<file path="src/rtl/fpu_pkg.sv">
// Shared FPU field widths, the reciprocal-unit state encoding and
// IEEE-754 single-precision field extractors used by finv/fdiv/fmul.
package fpu_pkg;
  localparam int EXP_W    = 8;
  localparam int FRAC_W   = 23;
  localparam int QBITS    = 25;
  localparam int EXP_BIAS = 127;
  localparam int MANT_W   = FRAC_W + 1;
  // Remainder peaks just under 2*M before the compare, plus one spare bit.
  localparam int REM_W    = MANT_W + 2;

  localparam logic [EXP_W-1:0] EXP_MAX = '1;

  typedef enum logic [1:0] {
    IDLE,
    DIV,
    ROUND,
    DONE
  } finv_state_t;

  function automatic logic f_sign(input logic [31:0] v);
    return v[31];
  endfunction

  function automatic logic [EXP_W-1:0] f_exp(input logic [31:0] v);
    return v[30:23];
  endfunction

  function automatic logic [FRAC_W-1:0] f_frac(input logic [31:0] v);
    return v[22:0];
  endfunction
endpackage

</file>
<file path="src/rtl/finv_round.sv">
// Turns the 25-bit reciprocal quotient into the final IEEE word:
// RNE rounding, carry renormalisation, special exponents and flush-to-zero.
module finv_round
  import fpu_pkg::*;
(
  input  logic              s,
  input  logic [EXP_W-1:0]  e,
  input  logic [FRAC_W-1:0] f,
  input  logic [QBITS-1:0]  q,
  input  logic              sticky,
  output logic [31:0]       y
);
  logic              round_up;
  logic [MANT_W:0]   mant_rnd;
  logic [FRAC_W-1:0] frac_out;
  logic [EXP_W:0]    exp_rnd;
  logic [EXP_W-1:0]  exp_pow2;

  always_comb begin
    round_up = q[0] && (sticky || q[1]);
    mant_rnd = {1'b0, q[QBITS-1:1]} + {{MANT_W{1'b0}}, round_up};
    // A rounding carry leaves 1.000..0 one binade up.
    frac_out = mant_rnd[MANT_W] ? mant_rnd[MANT_W-1:1] : mant_rnd[FRAC_W-1:0];
    // 253 - e (+1 on carry); bit EXP_W set means the result went negative.
    exp_rnd  = (EXP_W+1)'(2*EXP_BIAS - 1) - {1'b0, e}
             + {{EXP_W{1'b0}}, mant_rnd[MANT_W]};
    exp_pow2 = EXP_W'(2*EXP_BIAS) - e;

    if (e == '0)
      y = {s, EXP_MAX, {FRAC_W{1'b0}}};
    else if (e == EXP_MAX)
      y = {s, 31'b0};
    else if (f == '0)
      y = {s, exp_pow2, {FRAC_W{1'b0}}};
    else if (exp_rnd[EXP_W] || exp_rnd == '0)
      y = {s, 31'b0};
    else
      y = {s, exp_rnd[EXP_W-1:0], frac_out};
  end
endmodule

</file>
<file path="src/rtl/finv_seq.sv">
// Sequential single-precision reciprocal y = 1/x: 25-step restoring division
// of 2^48 by the mantissa, then one rounding cycle, behind valid/ready.
module finv_seq
  import fpu_pkg::*;
(
  input  logic        clk,
  input  logic        rstn,
  input  logic        in_valid,
  output logic        in_ready,
  input  logic [31:0] x,
  output logic        out_valid,
  input  logic        out_ready,
  output logic [31:0] y
);
  // Handshake: a transfer happens on a rising edge where valid && ready;
  // valid and data hold stable until that edge, ready never depends on valid.
  localparam logic [4:0] LAST_STEP = 5'(QBITS - 1);

  finv_state_t       state;
  logic [4:0]        count;
  logic [REM_W-1:0]  rem;
  logic [QBITS-1:0]  q;
  logic              s;
  logic [EXP_W-1:0]  e;
  logic [FRAC_W-1:0] f;
  logic [REM_W-1:0]  m_ext;
  logic              rem_ge;
  logic [31:0]       y_rnd;

  assign in_ready = (state == IDLE);
  assign m_ext    = {{(REM_W-MANT_W){1'b0}}, 1'b1, f};
  assign rem_ge   = (rem >= m_ext);

  finv_round u_round (
    .s      (s),
    .e      (e),
    .f      (f),
    .q      (q),
    .sticky (rem != '0),
    .y      (y_rnd)
  );

  always_ff @(posedge clk) begin
    if (!rstn) begin
      state     <= IDLE;
      out_valid <= 1'b0;
      y         <= '0;
    end else begin
      case (state)
        IDLE: begin
          if (in_valid) begin
            s     <= f_sign(x);
            e     <= f_exp(x);
            f     <= f_frac(x);
            rem   <= REM_W'(1 << MANT_W);
            q     <= '0;
            count <= '0;
            state <= DIV;
          end
        end
        DIV: begin
          q   <= {q[QBITS-2:0], rem_ge};
          rem <= (rem_ge ? rem - m_ext : rem) << 1;
          if (count == LAST_STEP) state <= ROUND;
          else count <= count + 5'd1;
        end
        ROUND: begin
          y         <= y_rnd;
          out_valid <= 1'b1;
          state     <= DONE;
        end
        DONE: begin
          if (out_ready) begin
            out_valid <= 1'b0;
            state     <= IDLE;
          end
        end
        default: state <= IDLE;
      endcase
    end
  end
endmodule

</file>
<file path="config.mk">
export PLATFORM = sky130hd
export DESIGN_NAME = finv_seq
export DESIGN_NICKNAME = d
export VERILOG_FILES = /design/src/rtl/fpu_pkg.sv /design/src/rtl/finv_round.sv /design/src/rtl/finv_seq.sv
export SDC_FILE = /design/constraint.sdc
export NUM_CORES = 1
export LEC_CHECK = 0
export CAP_MARGIN = 20
export CORE_MARGIN = 5
export CORE_UTILIZATION = 56
export CTS_CLUSTER_SIZE = 20
export DETAILED_ROUTE_END_ITERATION = 8
export PLACE_DENSITY = 0.78
export SLEW_MARGIN = 20
export SYNTH_ARGS = -nofsm -noshare
export SYNTH_HDL_FRONTEND = slang
export SYNTH_SLANG_ARGS = --single-unit
export TNS_END_PERCENT = 100
</file>
<file path="constraint.sdc">
create_clock -name clk -period 4.75 [get_ports clk]
set_clock_uncertainty 0.2 [all_clocks]
set_input_delay 0.475 -clock clk [delete_from_list [all_inputs] [get_ports clk]]
set_output_delay 0.475 -clock clk [all_outputs]
set_load 0.02 [all_outputs]
</file>
Word level (Yosys, flattened, before mapping)
Index checks and enable logic that the tools add are counted.
{"block": "classes", "add_sub_neg": 6, "magnitude_cmp": 1, "n_eq_ne": 9, "mux": 19, "reduce_logical": 15}
{"cell": "$mux 31", "count": 4}
{"cell": "$pmux 26 s2", "count": 1}
{"cell": "$mux 25", "count": 2}
{"cell": "$pmux 25 s2", "count": 1}
{"cell": "$ge 26x24->1", "count": 1}
{"cell": "$mux 26", "count": 1}
{"cell": "$reduce_bool 26->1", "count": 1}
{"cell": "$add 24x1->25", "count": 1}
{"cell": "$sub 25x24->25", "count": 1}
{"cell": "$logic_not 23->1", "count": 1}
{"cell": "$mux 23", "count": 1}
{"cell": "$mux 5", "count": 2}
{"cell": "$pmux 5 s2", "count": 1}
{"cell": "$add 9x1->9", "count": 1}
{"cell": "$logic_not 9->1", "count": 1}
{"cell": "$reduce_and 3->1", "count": 3}
{"cell": "$sub 8x8->9 const A", "count": 1}
{"cell": "$eq 8x8->1 const B", "count": 1}
{"cell": "$logic_not 8->1", "count": 1}
{"cell": "$ne 2x2->1 const B", "count": 4}
{"cell": "$pmux 2 s4", "count": 1}
{"cell": "$sub 8x8->8 const A", "count": 1}
{"cell": "$mux 2", "count": 3}
{"cell": "$add 5x1->5 const B", "count": 1}
{"cell": "other kinds (11)", "count": 14}
{"block": "word_totals", "ff_bits": 123, "output_inout_bits": 34, "wordCells": 59}

Depth between registers and ports, before layout
{"block": "depth", "ltp_word": 11, "mapped_depth": 15, "ltp_nobuf": 14}

By module
From an unflattened synthesis, not the netlist that was laid out.
{"block": "unflattened", "hier_cells": 756, "area_unflattened_um2": 7383.3}
{"mod": "finv_seq", "instances": 1, "cells_per_inst": 560, "area_each_um2": 6144.6}
{"mod": "finv_round", "instances": 1, "cells_per_inst": 196, "area_each_um2": 1238.7}

Worst setup path before layout
Ideal clock, no wire load.
{"block": "synth_path", "path_type": "input to register", "startpoint": "in rstn", "endpoint": "reg q[0] (enable)", "arrival_ns": 3.265, "required_ns": 4.092, "setup_slack_ns": 0.827, "stages": 4, "n_path_buf": 2, "path_cell_list": "clkbuf_1 clkinv_1 clkbuf_1 nor2_1"}
{"block": "synth_via", "elab_chain_len": 1}
{"item": "start: declaration", "line": "finv_seq.sv:7", "source": "input logic rstn,"}
{"item": "$reduce_and 3->1 (no source line)"}
{"item": "end signal: assignment", "line": "finv_seq.sv:62", "source": "q <= {q[QBITS-2:0], rem_ge};"}
{"item": "end: declaration", "line": "finv_seq.sv:22", "source": "logic [QBITS-1:0] q;"}
No other way between the ends.
A chain may end at the register's enable or synchronous reset.

Final worst setup path
{"block": "layout_path", "startpoint": "reg q[1]", "endpoint": "reg y[15]"}
{"block": "layout_via", "elab_chain_len": 10, "elab_cells_between_ends": 11, "classes_between": "2 x add/sub; 5 x mux; 4 x reduce/logical"}
{"item": "$logic_or 1x1->1", "line": "finv_round.sv:20", "source": "round_up = q[0] && (sticky || q[1]);"}
{"item": "$logic_and 1x1->1", "line": "finv_round.sv:20"}
{"item": "$add 24x1->25 (*)", "line": "finv_round.sv:21", "source": "mant_rnd = {1'b0, q[QBITS-1:1]} + {{MANT_W{1'b0}}, round_up};"}
{"item": "$add 9x1->9", "line": "finv_round.sv:26", "source": "+ {{EXP_W{1'b0}}, mant_rnd[MANT_W]};"}
{"item": "$logic_not 9->1", "line": "finv_round.sv:35", "source": "else if (exp_rnd[EXP_W] || exp_rnd == '0)"}
{"item": "$logic_or 1x1->1", "line": "finv_round.sv:35"}
{"item": "$mux 31 (*)", "line": "finv_round.sv:35"}
{"item": "$mux 31 (*)", "line": "finv_round.sv:33", "source": "else if (f == '0)"}
{"item": "$mux 31 (*)", "line": "finv_round.sv:31", "source": "else if (e == EXP_MAX)"}
{"item": "$mux 31 (*)", "line": "finv_round.sv:29", "source": "if (e == '0)"}
{"item": "end signal: assignment", "line": "finv_seq.sv:68", "source": "y <= y_rnd;"}
{"item": "end: declaration", "line": "finv_seq.sv:13", "source": "output logic [31:0] y"}
Every way passes the cells marked *; elsewhere a longest branch is shown, timed or not.

==> run summary <==
worst slew pin tran: 0.830 ns
overall power: 4.74 mW
Switch Pwr: 1.76 mW
# rows: 41
IO Port Bufs: 69
Hold EP: y[1]
FF-to-FF setup slack: 0.43 ns
crit start category: flop
FF-to-FF End: y[15]
Setup CP Type: reg2reg
crit-path max FO: 13
fin. max-slew vios: 0
CP Data Required Time: 4.89 ns
Pwr Density: 558 nW/um^2
CP Data Arrival Time: 4.46 ns
DRT antenna net count: 0
combinational power share: 39.4%
Via-to-Cell Ratio: 5.95
Most used DFF post-synth: edfxtp_1
footprint of the multi-input gates: 3510 sq um
Hold Startpoint: y[1]
vias in the first global route: 5710
CTS max path bufs: 2
synth warn: 0
post-CTS setup buffers: 0
commonest non-fill, non-tap cell in the layout: edfxtp_1
maxcap violations: 0
clk root buf: clkbuf_16
Reg clk slew, reported paths: 0.06 ns
clock group share of total power: 25.0%
syn nets: 813
Final Hold Viols: 0
clk_lat worst skew: 0.42 ns
Die X: 123 um
I/O pin cnt: 70
total gr overflow: 0
EDFF count, synth: 87
Worst setup EP type: flop
post-cts gate resize count: 0
Sequential Power Share: 35.7%
Int Pwr: 2.98 mW
Synth Cell Area: 7130 sq um
Fill cells: 1001
final setup vio count: 0
min Tclk post-route: 4.32 ns
ANT cells: 0
global-route wire length before repair: 28000 um
status: finished clean
post-route cell area: 8490 sq um
Gate Count Post-Synth: 742
routed length per instance: 17.4 um
gpl congestion: 0.891
CTS Buf Count: 17
Setup Total Neg Slack: 0 ns
Die Area: 15100 sq um
post-synth cell types: 72
WL final: 17300 um
most frequent cells in the layout: 87 x edfxtp_1, 77 x nand2_1, 69 x clkdlybuf4s50_1
ys async rst share: 0%
vias post-DR: 5893
die height: 123 um
share of cells above drive strength 1: 5.62%
Total GRT Usage: 23.9%
Residual DRC: 0
Final Net Count: 877
Syn-to-layout area delta: 19.1%
Max VDD drop: 313 uV
Achievable Freq: 232 MHz
hold buffers post-CTS: 0
H-tree Lvls: 4
Starting DRT DRC Count: 508
CTS tree: yes
worst hold path type: reg2reg
hold_ws: 0.249 ns
worst hold path depth: 2
Yosys reg bits: 122
Initial Util: 56.7%
core area: 12600 sq um
Reg area: 3310 sq um
P_leak: 3.19 nW
Worst R2R Path Depth: 16
Tcrit/Tclk final: 90.9%
DP Area: 7950 sq um
Slew HR: 44.7%
Detailed Place HPWL: 12600 um
syn_area_per_cell: 9.60 sq um
sequential area share after synthesis: 46.5%
TritonRoute pass-1 iters: 6
switch share: 37.1%
largest net degree at the start of global routing: 51
Clock Sinks: 122
RR Startpoint: q[1]
RSZ-0062 raised after global routing: false
antenna violations before repair: 0
## sequential cells by signal (all words and copies together) (netlist names), 2 cells and up
| register | cells |
|---|---|
| y | 32 |
| q | 25 |
| rem | 25 |
| f | 23 |
| e | 8 |
| count | 5 |
| state | 2 |
## kinds of logic (layout without fill, tap and decap cells)
logic type	after synthesis	in the layout	synth area share (%)
AOI/OAI and AO/OA	181	181	16.9
xor gates and xnor gates	37	37	4.55
adders and majority gates	35	35	6.25
buffers and inverters	77	154	4.42
DFF	122	122	46.5
muxes	10	10	1.42
and+or+nand+nor	280	280	19.9
## critical path: stages, from the launching register on
cell,delay [ns]
edfxtp_1,0.40
and2_1,0.15
ha_1,0.25
nand3_1,0.17
nor4_1,0.30
buf_4,0.19
and2_1,0.24
ha_1,0.23
inv_1,0.08
ha_1,0.25
nand3b_1,0.10
o21ai_0,0.14
a311oi_1,0.52
nand3_1,0.13
buf_4,0.22
or3_1,0.45
o21ai_0,0.22
## metal layers
layer | vias to the layer above | wire length, um | track usage, %
met1 | 2829 | 7530 | 30.8
met4 | 0 | 336 | 9.52
li1 | 2832 | - | -
met2 | 204 | 8350 | 38.7
met3 | 28 | 1060 | 6.08
met5 | - | 0 | 0
## power groups by stage
stage | Clock [mW] | Combinational (mW) | Sequential (mW)
5_1_grt | 1.26 | 2.05 | 1.72
3_5_place_dp | 0 | 1.83 | 1.70
6_report | 1.18 | 1.86 | 1.69
2_1_floorplan | 0 | 1.25 | 1.73
3_3_place_gp | 0 | 1.79 | 1.69
4_1_cts | 1.20 | 1.85 | 1.69
## cell usage after synthesis, drive strengths merged, types with 4 or more instances
master | n | area (sq um)
a211oi | 10 | 80.1
a21boi | 7 | 52.6
a21o | 17 | 128
a21oi | 38 | 190
a31oi | 12 | 75.1
and2 | 32 | 200
and3 | 13 | 81.3
buf | 9 | 58.8
clkbuf | 21 | 80.1
dfxtp | 35 | 701
edfxtp | 87 | 2610
ha | 34 | 425
inv | 46 | 173
mux2i | 9 | 90.1
nand2 | 77 | 289
nand2b | 6 | 37.5
nand3 | 27 | 140
nand4 | 8 | 65.1
nor2 | 55 | 206
nor2b | 12 | 75.1
nor3 | 15 | 75.1
nor4 | 13 | 81.3
o2111ai | 5 | 43.8
o211a | 5 | 50.1
o211ai | 5 | 37.5
o21a | 9 | 68.8
o21ai | 42 | 210
or3 | 4 | 25.0
xnor2 | 19 | 166
xor2 | 18 | 158
## final cells by class
cell class                 count  share of cell area [%]
clock inverter                 7                   0.442
inverter                      47                    2.08
multi-input combinational    543                    41.3
timing repair buffer          75                    8.66
sequential                   122                    39.0
clock buffer                  25                    5.97
tap                          172                    2.53
## metrics by stage
stage          worst slack [ns]  std cells  util (%)
3_5_place_dp              0.544        959      63.2
3_3_place_gp              0.686        959      63.2
4_1_cts                   0.482        991      67.6
5_1_grt                   0.108        991      67.6
2_1_floorplan             0.827        742         -
6_report                  0.432        991      67.6
## worst max-delay path by stage
stage | start | endpoint | slack, ns | depth (start not counted)
final | q[1] | y[15] | 0.43 | 16
after global routing | q[1] | y[15] | 0.11 | 16
after CTS | q[1] | y[15] | 0.48 | 16
after detailed placement | q[1] | y[15] | 0.54 | 16
after global placement | q[1] | y[17] | 0.69 | 16
after floorplan | rstn | q[0] | 0.83 | 4
Note: power is estimated with default switching activity, not from simulation.
